==> src/rtl/register_bank_reader.sv <==
// Reader for the MLP result registers: on start, snapshots NUM_WORDS parallel
// words and streams them one per transfer over a valid/ready handshake.
// Words pass through bit-exact. A done pulse follows the final transfer.
module register_bank_reader #(
  parameter int WIDTH     = 21,
  parameter int NUM_WORDS = 10,
  parameter int IDX_W     = 4
) (
  input  logic                       clk,
  input  logic                       rst,
  input  logic                       start,
  input  logic [NUM_WORDS*WIDTH-1:0] in_bus,
  output logic [WIDTH-1:0]           out_data,
  output logic                       out_valid,
  input  logic                       out_ready,
  output logic                       out_last,
  output logic [IDX_W-1:0]           out_index,
  output logic                       busy,
  output logic                       done
);

  typedef enum logic {IDLE, STREAM} state_t;

  localparam logic [IDX_W-1:0] LAST_IDX = IDX_W'(NUM_WORDS - 1);

  state_t                              state_reg, state_next;
  logic [IDX_W-1:0]                    index_reg, index_next;
  logic [WIDTH-1:0]                    data_reg, data_next;
  logic                                valid_reg, valid_next;
  logic                                last_reg, last_next;
  logic                                busy_reg, busy_next;
  logic                                done_reg, done_next;
  logic                                capture;

  // Packed so that word k sits at the same bit offset as in in_bus.
  logic [NUM_WORDS-1:0][WIDTH-1:0]     snap_reg;

  logic [IDX_W-1:0]                    idx_inc;
  logic [WIDTH-1:0]                    next_word;

  // Snapshot of the parallel result words, taken only when a start is accepted.
  always_ff @(posedge clk or posedge rst) begin
    if (rst) begin
      snap_reg <= '0;
    end else if (capture) begin
      snap_reg <= in_bus;
    end
  end

  // Select the word following the current index without indexing past the array.
  always_comb begin
    idx_inc   = index_reg + IDX_W'(1);
    next_word = snap_reg[0];
    for (int k = 0; k < NUM_WORDS; k++) begin
      if (idx_inc == IDX_W'(k)) begin
        next_word = snap_reg[k];
      end
    end
  end

  // Next-state and registered-output logic; everything holds unless changed below.
  always_comb begin
    state_next = state_reg;
    index_next = index_reg;
    data_next  = data_reg;
    valid_next = valid_reg;
    last_next  = last_reg;
    busy_next  = busy_reg;
    done_next  = 1'b0;
    capture    = 1'b0;

    case (state_reg)
      IDLE: begin
        valid_next = 1'b0;
        busy_next  = 1'b0;
        last_next  = 1'b0;
        if (start) begin
          // Word 0 comes straight from the bus so it is valid one cycle later.
          capture    = 1'b1;
          state_next = STREAM;
          index_next = '0;
          data_next  = in_bus[WIDTH-1:0];
          valid_next = 1'b1;
          busy_next  = 1'b1;
          last_next  = 1'b0;
        end
      end
      STREAM: begin
        // start is ignored here, including during the final transfer.
        if (valid_reg && out_ready) begin
          if (index_reg == LAST_IDX) begin
            // Index stays saturated; data keeps the last word.
            state_next = IDLE;
            valid_next = 1'b0;
            busy_next  = 1'b0;
            last_next  = 1'b0;
            done_next  = 1'b1;
          end else begin
            index_next = idx_inc;
            data_next  = next_word;
            last_next  = (idx_inc == LAST_IDX);
          end
        end
      end
      default: begin
        state_next = IDLE;
      end
    endcase
  end

  // State and output registers; reset aborts any stream immediately.
  always_ff @(posedge clk or posedge rst) begin
    if (rst) begin
      state_reg <= IDLE;
      index_reg <= '0;
      data_reg  <= '0;
      valid_reg <= 1'b0;
      last_reg  <= 1'b0;
      busy_reg  <= 1'b0;
      done_reg  <= 1'b0;
    end else begin
      state_reg <= state_next;
      index_reg <= index_next;
      data_reg  <= data_next;
      valid_reg <= valid_next;
      last_reg  <= last_next;
      busy_reg  <= busy_next;
      done_reg  <= done_next;
    end
  end

  assign out_data  = data_reg;
  assign out_valid = valid_reg;
  assign out_last  = last_reg;
  assign out_index = index_reg;
  assign busy      = busy_reg;
  assign done      = done_reg;

endmodule

==> config.mk <==
export PLATFORM = sky130hd
export DESIGN_NAME = register_bank_reader
export DESIGN_NICKNAME = d
export VERILOG_FILES = /design/src/rtl/register_bank_reader.sv
export SDC_FILE = /design/constraint.sdc
export NUM_CORES = 1
export LEC_CHECK = 0
export ABC_AREA = 0
export CAP_MARGIN = 20
export CORE_MARGIN = 4
export CORE_UTILIZATION = 29
export DETAILED_ROUTE_END_ITERATION = 16
export PLACE_DENSITY = 0.62
export REMOVE_ABC_BUFFERS = 1
export SLEW_MARGIN = 20
export SYNTH_ARGS = -nofsm -noshare
export SYNTH_HDL_FRONTEND = slang
export SYNTH_SLANG_ARGS = --single-unit
==> constraint.sdc <==
create_clock -name clk -period 16 [get_ports clk]
set_input_delay 1.6 -clock clk [delete_from_list [all_inputs] [get_ports clk]]
set_output_delay 1.6 -clock clk [all_outputs]
set_load 0.05 [all_outputs]
After elaboration in Yosys (flattened, before gate mapping):

Cells that the tools add are included.

* bits in latches: 0
* memories kept: 0
* memory bits (read-only): 0
* input bits: 214
* register bits: 239
* output and inout bits: 29
* RAM bits: 0

* bitwise logic cells: 1
* eq/ne operators: 14
* magnitude comparators: 0
* reduce and logical (&&, ||, !) cells: 3
* shifts and indexed selects: 0
* multiply operators: 0
* multiplexer cells: 31
* add/sub/neg operators: 1
* div/mod/pow operators: 0

Operator list (number)
* 21-bit 2-to-1 mux: 12
* 21-bit case mux with 2 select lines: 1
* 4-bit by 3-bit == test with 1-bit output (second input constant): 4
* 4-bit == test (second input constant): 3
* 4-bit 2-to-1 mux: 3
* 1-bit 2-to-1 mux: 11
* 4-bit by 2-bit == test with 1-bit output (second input constant): 2
* 4-bit case mux with 2 select lines: 1
* 1-bit case mux with 2 select lines: 3
* 4-bit by 1-bit adder with 4-bit output (second input constant): 1
* 4-bit by 1-bit == test with 1-bit output (second input constant): 1
* 2-bit by 1-bit inequality test with 1-bit output (second input constant): 2
* 2-bit inequality test (second input constant): 2
* 3-bit AND reduction: 1
* 2-bit AND reduction: 1
* 1-bit logical AND: 1
* 1-bit NOT: 1

Longest topological paths before layout:

Gate-level depths: netlist of run 1.

* word-level depth: 14
* mapped depth: 11
* depth with buffers taken out: 8

Worst setup path after synthesis of run 1:

Ideal clock, no wire load.

* path type: input port to flip-flop
* start point: input start
* end point: register snap_reg[100] in the netlist's numbering
* setup time: 0.065 ns
* arrival time: 2.780 ns
* stages: 6
* data required time: 15.935 ns
* path slack: 13.155 ns
* path through: nor2b_1 clkbuf_1 clkbuf_1 clkbuf_1 nand2_1 nand2_1

* cells in the longest elaborated chain, start to end: 2

Ends and longest elaborated chain
* start, declared: line 11 `input logic start,`
* 1-bit 2-to-1 mux: line 77 `if (start) begin`
* 1-bit 2-to-1 mux: line 72 `case (state_reg)`
* end signal, assigned: line 46 `snap_reg <= in_bus;`
* end, declared: line 36 `logic [NUM_WORDS-1:0][WIDTH-1:0] snap_reg;`

No other way between the ends.
A chain may end at the register's enable or synchronous reset.

Worst setup path in the final report of run 1:

* start point: register index_reg[2], in the netlist out_index[2]
* end point: output out_index[2]

RTL lines
* start, declared: line 27 `logic [IDX_W-1:0] index_reg, index_next;`
* start signal, assigned: line 123 `index_reg <= index_next;`
* end, declared: line 17 `output logic [IDX_W-1:0] out_index,`

No word-level cell between the ends.

==> results of run 1 <==
-- through the flow --
step                cells  hold slack [ns]  util [%]
floorplan            1264           0.4369         -
detailed placement   2034           0.4550     37.23
global placement     2033           0.4511     37.19
finish               2084           0.4670     40.01
CTS                  2084           0.4704     40.00
global route         2084           0.4885     40.01
-- power groups by stage --
| stage | sequential (mW) | clock (mW) | combinational [mW] |
|---|---|---|---|
| after floorplan | 1.10 | 0 | 0.724 |
| after global placement | 1.05 | 0 | 1.20 |
| after detailed placement | 1.05 | 0 | 1.23 |
| after CTS | 1.05 | 0.744 | 1.24 |
| after global routing | 1.08 | 0.769 | 1.36 |
| final | 1.05 | 0.725 | 1.23 |
-- final cells by class --
cell class,instances,area [sq um]
Clock buffer,36,792.0
Clock inverter,14,261.5
Fill cell,3844,22810
Inverter,10,45.04
Multi-Input combinational cell,1015,4918
Sequential cell,239,5981
Tap cell,511,639.4
Timing Repair Buffer,259,2574
-- layout by cell type, fill, tap and decap left out, types with 3 or more instances in the layout --
cell,instances
nand2_1,686
clkdlybuf4s50_1,242
dfrtp_1,239
o22ai_1,50
o21ai_0,48
clkbuf_16,29
nand2b_1,26
a21oi_1,22
a22oi_1,21
nor2_1,19
o31a_1,19
buf_4,14
a31o_2,10
inv_1,9
a221oi_1,9
nand3_1,7
bufinv_16,7
a221oi_2,6
a31o_1,6
nor3_1,5
o211ai_1,5
o21a_1,4
clkbuf_8,4
o32ai_1,3
o21ai_1,3
a211oi_1,3
a21o_1,3
and2_1,3
o221ai_1,3
clkinv_4,3
clkbuf_1,3
-- kinds of logic after synthesis --
kind of cell,Yosys count
compound gates,245
mux,2
xor+xnor,1
simple gates,763
flops,239
fa+ha+maj,4
buf+inv,102
-- routing by layer --
metal / part of all wire, % / GRT usage, %
met5: 0 / 0
met4: 2.1 / 4.139
met3: 7.5 / 3.325
met2: 45 / 28.35
met1: 45 / 25.40
-- worst max path at each step --
stage | start | endpoint | cells past startpoint
6_report | out_index[2]$_DFFE_PP0P_ | out_index[2] | 1
5_1_grt | out_index[2]$_DFFE_PP0P_ | out_index[2] | 1
4_1_cts | out_index[2]$_DFFE_PP0P_ | out_index[2] | 1
3_5_place_dp | start | out_data[11]$_DFFE_PP0P_ | 6
3_3_place_gp | start | out_data[15]$_DFFE_PP0P_ | 6
2_1_floorplan | start | out_data[0]$_DFFE_PP0P_ | 5
==> summary.txt, run 1 <==
Status
  • Status: complete, no violations

Drt
  • Drt first pass iters: 5
  • Wirelength per Cell: 18.65 microns
  • Drt drc: 0
  • DRT iter0 DRCs: 917
  • Detail Route Antenna Nets: 0
  • Total wire length: 38.86 mm
  • DR vias/cell: 4.938
  • Vias: 10.29k

Yosys
  • Largest family of logic cells by synthesized area: simple AND/OR/NAND/NOR gates
  • Async SR Flop Fraction: 100.0%
  • Simple-gate share of the synthesized area: 26.78%
  • Adder-cell share of the synthesized area: 0.4438%
  • Synth cell types: 61
  • Mapped Avg Cell Area: 8.317 sq um
  • Fraction of the mapped netlist area in compound gates: 15.68%
  • Cell taking the most area after synthesis: dfrtp_1
  • Synth top area cells: dfrtp_1, nand2_1, o22ai_1, clkbuf_1, o21ai_0
  • Mux share of post-synthesis cell area: 0.1775%
  • Synth Flop Type: dfrtp_1
  • Count leader, synth: nand2_1
  • Post-synthesis cell count: 1356
  • Seq/Total Area, Yosys: 53.03%
  • Synthesis Warnings: 0
  • Share of the synthesized area in the top cell type: 53.03%
  • Xor and xnor fraction of the mapped netlist area: 0.07766%
  • Commonest cells in the netlist: nand2_1, dfrtp_1, clkbuf_1, o22ai_1, o21ai_0
  • Seq cells post-synth: 239
  • Cell Area, Synth: 11280 sq um
  • Post-synth EDFFs: 0

Worst setup path
  • Top delay family on crit path: buffers and inverters
  • CP max stage cell: clkdlybuf4s50_1
  • Capturing point of the worst reg2reg path: out_data[9]$_DFFE_PP0P_
  • Critical Path AT: 2.33 ns
  • Critical Path Source Type: register
  • Worst Path Max Fanout: 22
  • Crit. End Element: primary output
  • Bufs and invs on worst path: 1
  • Setup slack, reg-to-reg: 12.22 ns
  • Reg-to-Reg Start: out_index[0]$_DFFE_PP0P_
  • Worst Reg-to-Reg Cells: 8
  • Critical path's largest stage delay: 0.95 ns
  • Required @ worst endpoint: 14.40 ns
  • Crit Path Class: reg2out
  • Crit-path cells: clkdlybuf4s50_1

Clocking
  • Hold buffer count at CTS: 0
  • Post-cts resize count: 0
  • Clock Path Buffers: 3
  • CTS root buf: clkbuf_16
  • Post-CTS Setup Repair Bufs: 0
  • CTS Buf Count: 28
  • TritonCTS clock tree: built
  • Clock Sinks: 239
  • H-tree depth: 1
  • Clk_lat worst skew: 0.54 ns
  • Clk slew on worst S/H paths: 0.06 ns

STA
  • Max-slew violation count: 0
  • Worst Slack Setup Final: 12.07 ns
  • Worst slew pin tran: 1.096 ns
  • Max_slew headroom: 26.87%
  • Worst Skew: 0.01185 ns
  • Max Clock Freq: 254.4 MHz
  • RSZ-0062 raised after global routing: false
  • Final setup violating endpoints: 0
  • Hold Vio Cnt, Final: 0
  • Tcrit/Tclk final: 24.56%
  • TNS Setup: 0 ns
  • Min Tclk post-route: 3.930 ns

Pwr
  • Logic gate share of total power: 40.8%
  • Total internal power: 1.804 mW
  • Sequential share of power: 35.0%
  • Switching share of power: 39.95%
  • Total power divided by cell area: 197.4 nW/um^2
  • Clock power share: 24.1%
  • Pwr Total: 3.003 mW
  • Max VDD drop: 0.07305 mV
  • Sw power: 1.200 mW
  • Leakage: 7.079 nW

GRT
  • Vias in the first global route: 10.47k
  • Largest net degree at the start of global routing: 221
  • First-pass GRT wire length: 59.46 mm
  • Antenna violations before repair: 0
  • GRT Util Overall: 17.83%
  • Total grt overflow: 0

Hold path
  • Hold Crit Start: snap_reg[139]$_DFFE_PP0P_
  • Min-Delay Path Depth: 2
  • Min-delay worst type: reg2reg
  • Hold path endpoint: snap_reg[139]$_DFFE_PP0P_

Place
  • Pre-CTS setup slack: 11.79 ns
  • Placed inst area: 14150 sq um
  • DP HPWL: 25.28 mm
  • IO Port Bufs: 242
  • Gpl congestion: 0.8281

Cells and area
  • Max reg flops: 210
  • N_diodes: 0
  • Area growth, synth to finish: 34.87%
  • Final instance area: 15210 sq um
  • Share of cells above drive strength 1: 6.294%
  • Nets: 1771

Die
  • Row count: 71
  • # IOs: 243
  • Core footprint: 38020 sq um
  • Die Span X: 205.2 microns
  • Die ar.: 42110 sq um
  • Initial Util: 29.66%
  • Die Y: 205.2 microns

Flow run
  • Max Cap Viol: 0
Power figures use the tool's default switching activity.
==> run 2, diff against run 1 <==
- clock period: 16 -> 4 ns (I/O delays scaled with it)
==> run 2 against run 1 <==
Effect of this change: hold slack lost 0.093 ns; largest cell class unchanged; setup slack lost 11 ns; first-iteration DRC count shrank 6.0%; critical path depth grew 7; sequential power grew to 4.1 times the previous value; critical endpoint is now out_data[14]$_DFFE_PP0P_; design area grew 0.36%; non-clock buffer count grew 8; clock skew grew 0.0067 ns; cell count grew 0.38%; sequential share of layout area shrank 0.14 points.
==> summary.txt, run 2 (synthesis results as in run 1) <==
Drt
  • Drt first pass iters: 5 (unchanged)
  • Detail Route Antenna Nets: 0 (unchanged)
  • Drt drc: 0 (unchanged)
  • Wirelength per Cell: 18.80 microns (+0.84%)
  • DR vias/cell: 4.896 (-0.86%)
  • DRT iter0 DRCs: 862 (-6.0%)
  • Total wire length: 39.34 mm (+1.2%)
  • Vias: 10.24k (-0.48%)

STA
  • Worst Slack Setup Final: 0.8644 ns (-11.21 ns)
  • Max_slew headroom: 24.19% (-2.7 points)
  • RSZ-0062 raised after global routing: false
  • Max Clock Freq: 318.9 MHz
  • Max-slew violation count: 0 (unchanged)
  • Worst Skew: 0.01857 ns (+0.006720 ns)
  • Hold Vio Cnt, Final: 0 (unchanged)
  • Final setup violating endpoints: 0 (unchanged)
  • Worst slew pin tran: 1.137 ns (+0.04137 ns)
  • Tcrit/Tclk final: 78.39%
  • TNS Setup: 0 ns (unchanged)
  • Min Tclk post-route: 3.136 ns
  • Fin Hold WS: 0.3740 ns (-0.09297 ns)

Status
  • Status: complete, no violations

GRT
  • Grt met1 use: 26.14% (+0.73 points)
  • GRT Util Overall: 18.15% (+0.32 points)
  • Antenna violations before repair: 0 (unchanged)
  • Total grt overflow: 0 (unchanged)
  • GR Util met3: 3.168% (-0.16 points)
  • Grt met2 use: 28.01% (-0.34 points)
  • First-pass GRT wire length: 60.11 mm (+1.1%)
  • Largest net degree at the start of global routing: 142 (-36%)
  • Vias in the first global route: 10.35k (-1.2%)
  • Grt peak-use layer: met2

Worst setup path
  • Crit. End Element: register
  • Critical Path AT: 3.58 ns (+1.25 ns)
  • Crit Path Class: reg2reg
  • Critical Path Source Type: register
  • Worst Path Max Fanout: 15 (-32%)
  • Required @ worst endpoint: 4.44 ns (-9.96 ns)

Clocking
  • Clk slew on worst S/H paths: 0.06 ns (about the same)
  • TritonCTS clock tree: built
  • Clock Path Buffers: 3 (unchanged)
  • Clock Sinks: 239 (unchanged)
  • H-tree depth: 1 (unchanged)
  • Hold buffer count at CTS: 0 (unchanged)
  • CTS Buf Count: 28 (unchanged)
  • CTS root buf: clkbuf_16
  • Post-cts resize count: 0 (unchanged)
  • Clk_lat worst skew: 0.55 ns (about the same)
  • Post-CTS Setup Repair Bufs: 0 (unchanged)

Place
  • Cell total after placement: 2042 (+0.39%)
  • DP HPWL: 26.91 mm (+6.5%)
  • IO Port Bufs: 242 (unchanged)
  • Gpl congestion: 0.8397 (+1.4%)
  • Pre-CTS setup slack: 0.7854 ns (-11.00 ns)

Cells and area
  • Most common cell after layout, fill and taps aside: nand2_1
  • Nets: 1779 (+0.45%)
  • Share of cells above drive strength 1: 6.831% (+0.54 points)
  • Final core area utilization: 40.15% (+0.14 points)
  • Max reg flops: 210 (unchanged)
  • Filler cells: 3937 (+2.4%)
  • Commonest non-fill, non-tap cells in the layout: nand2_1, clkdlybuf4s50_1, dfrtp_1, o22ai_1, o21ai_0
  • N_diodes: 0 (unchanged)
  • Final non-filler cell total: 2092 (+0.38%)
  • Area growth, synth to finish: 35.36%

Die
  • Initial Util: 29.66% (unchanged)
  • Die Y: 205.2 microns (unchanged)
  • Core footprint: 38020 sq um (unchanged)
  • Row count: 71 (unchanged)
  • # IOs: 243 (unchanged)
  • Die Span X: 205.2 microns (unchanged)
  • Die ar.: 42110 sq um (unchanged)

Pwr
  • Leakage: 7.116 nW (+0.51%)
  • Max VDD drop: 0.4381 mV (+500%)
  • Total power divided by cell area: 783.9 nW/um^2 (+300%)

Flow run
  • Max Cap Viol: 0 (unchanged)

Hold path
  • Min-delay worst type: in2async
-- run 2: changes by cell type in the layout (fill, tap and decap cells not counted), moves of 2 or more --
cell,change
clkbuf_8,+2
buf_4,+8
buf_12,+2
clkinv_4,-3
clkinv_2,+2
-- run 2: metrics by stage --
step	cell area, sq um	total power [mW]
after floorplan	10890	7.311
after global placement	14230	9.068
after detailed placement	14230	9.159
after CTS	15260	12.07
after global routing	15270	12.82
final	15270	11.97
-- run 2: path summary, 6_finish.rpt --
kind | startpoint | to | slack [ns] | cells past startpoint
max | out_index[0]$_DFFE_PP0P_ | out_data[14]$_DFFE_PP0P_ | 0.86 | 8
min | rst | snap_reg[134]$_DFFE_PP0P_ | 0.37 | 2
max reg2reg | out_index[0]$_DFFE_PP0P_ | out_data[14]$_DFFE_PP0P_ | 0.86 | 8
min reg2reg | snap_reg[139]$_DFFE_PP0P_ | snap_reg[139]$_DFFE_PP0P_ | 0.47 | 2
max in group asynchronous | rst | snap_reg[37]$_DFFE_PP0P_ | 2.60 | 3
min in group clk | in_bus[141] | snap_reg[141]$_DFFE_PP0P_ | 0.38 | 3
-- run 2: worst max-delay path: stages, from the launching register on --
cell and delay, ns:
dfrtp_1 0.64, ha_1 0.53, nor3b_2 0.24, buf_4 0.20
nand2_1 0.28, buf_4 0.35, o22ai_1 0.43, a21oi_1 0.08
a31o_2 0.26
-- run 2: metal layers --
| metal | wire length (microns) | part of all wire [%] |
|---|---|---|
| met5 | 0 | 0 |
| met4 | 1298 | 3.3 |
| met3 | 2946 | 7.5 |
| met2 | 17380 | 44 |
| met1 | 17720 | 45 |
-- run 2: where the power goes --
group / internal [mW] / leakage (nW) / total [mW] / switching (mW)
registers: 3.50 / 2.97 / 4.26 / 0.758
clock network: 1.78 / 0.504 / 2.83 / 1.05
logic: 1.91 / 3.65 / 4.88 / 2.98
-- run 2: cell type report --
cell class              count  area [sq um]  area share [%]
flip-flops and latches    239          5981           39.18
multi-input cells        1015          4926           32.27
repair buffers            267          2648           17.34
clock buffers              37         794.5           5.204
well taps                 511         639.4           4.188
clock inverters            13         232.7           1.524
inverters                  10         45.04          0.2951
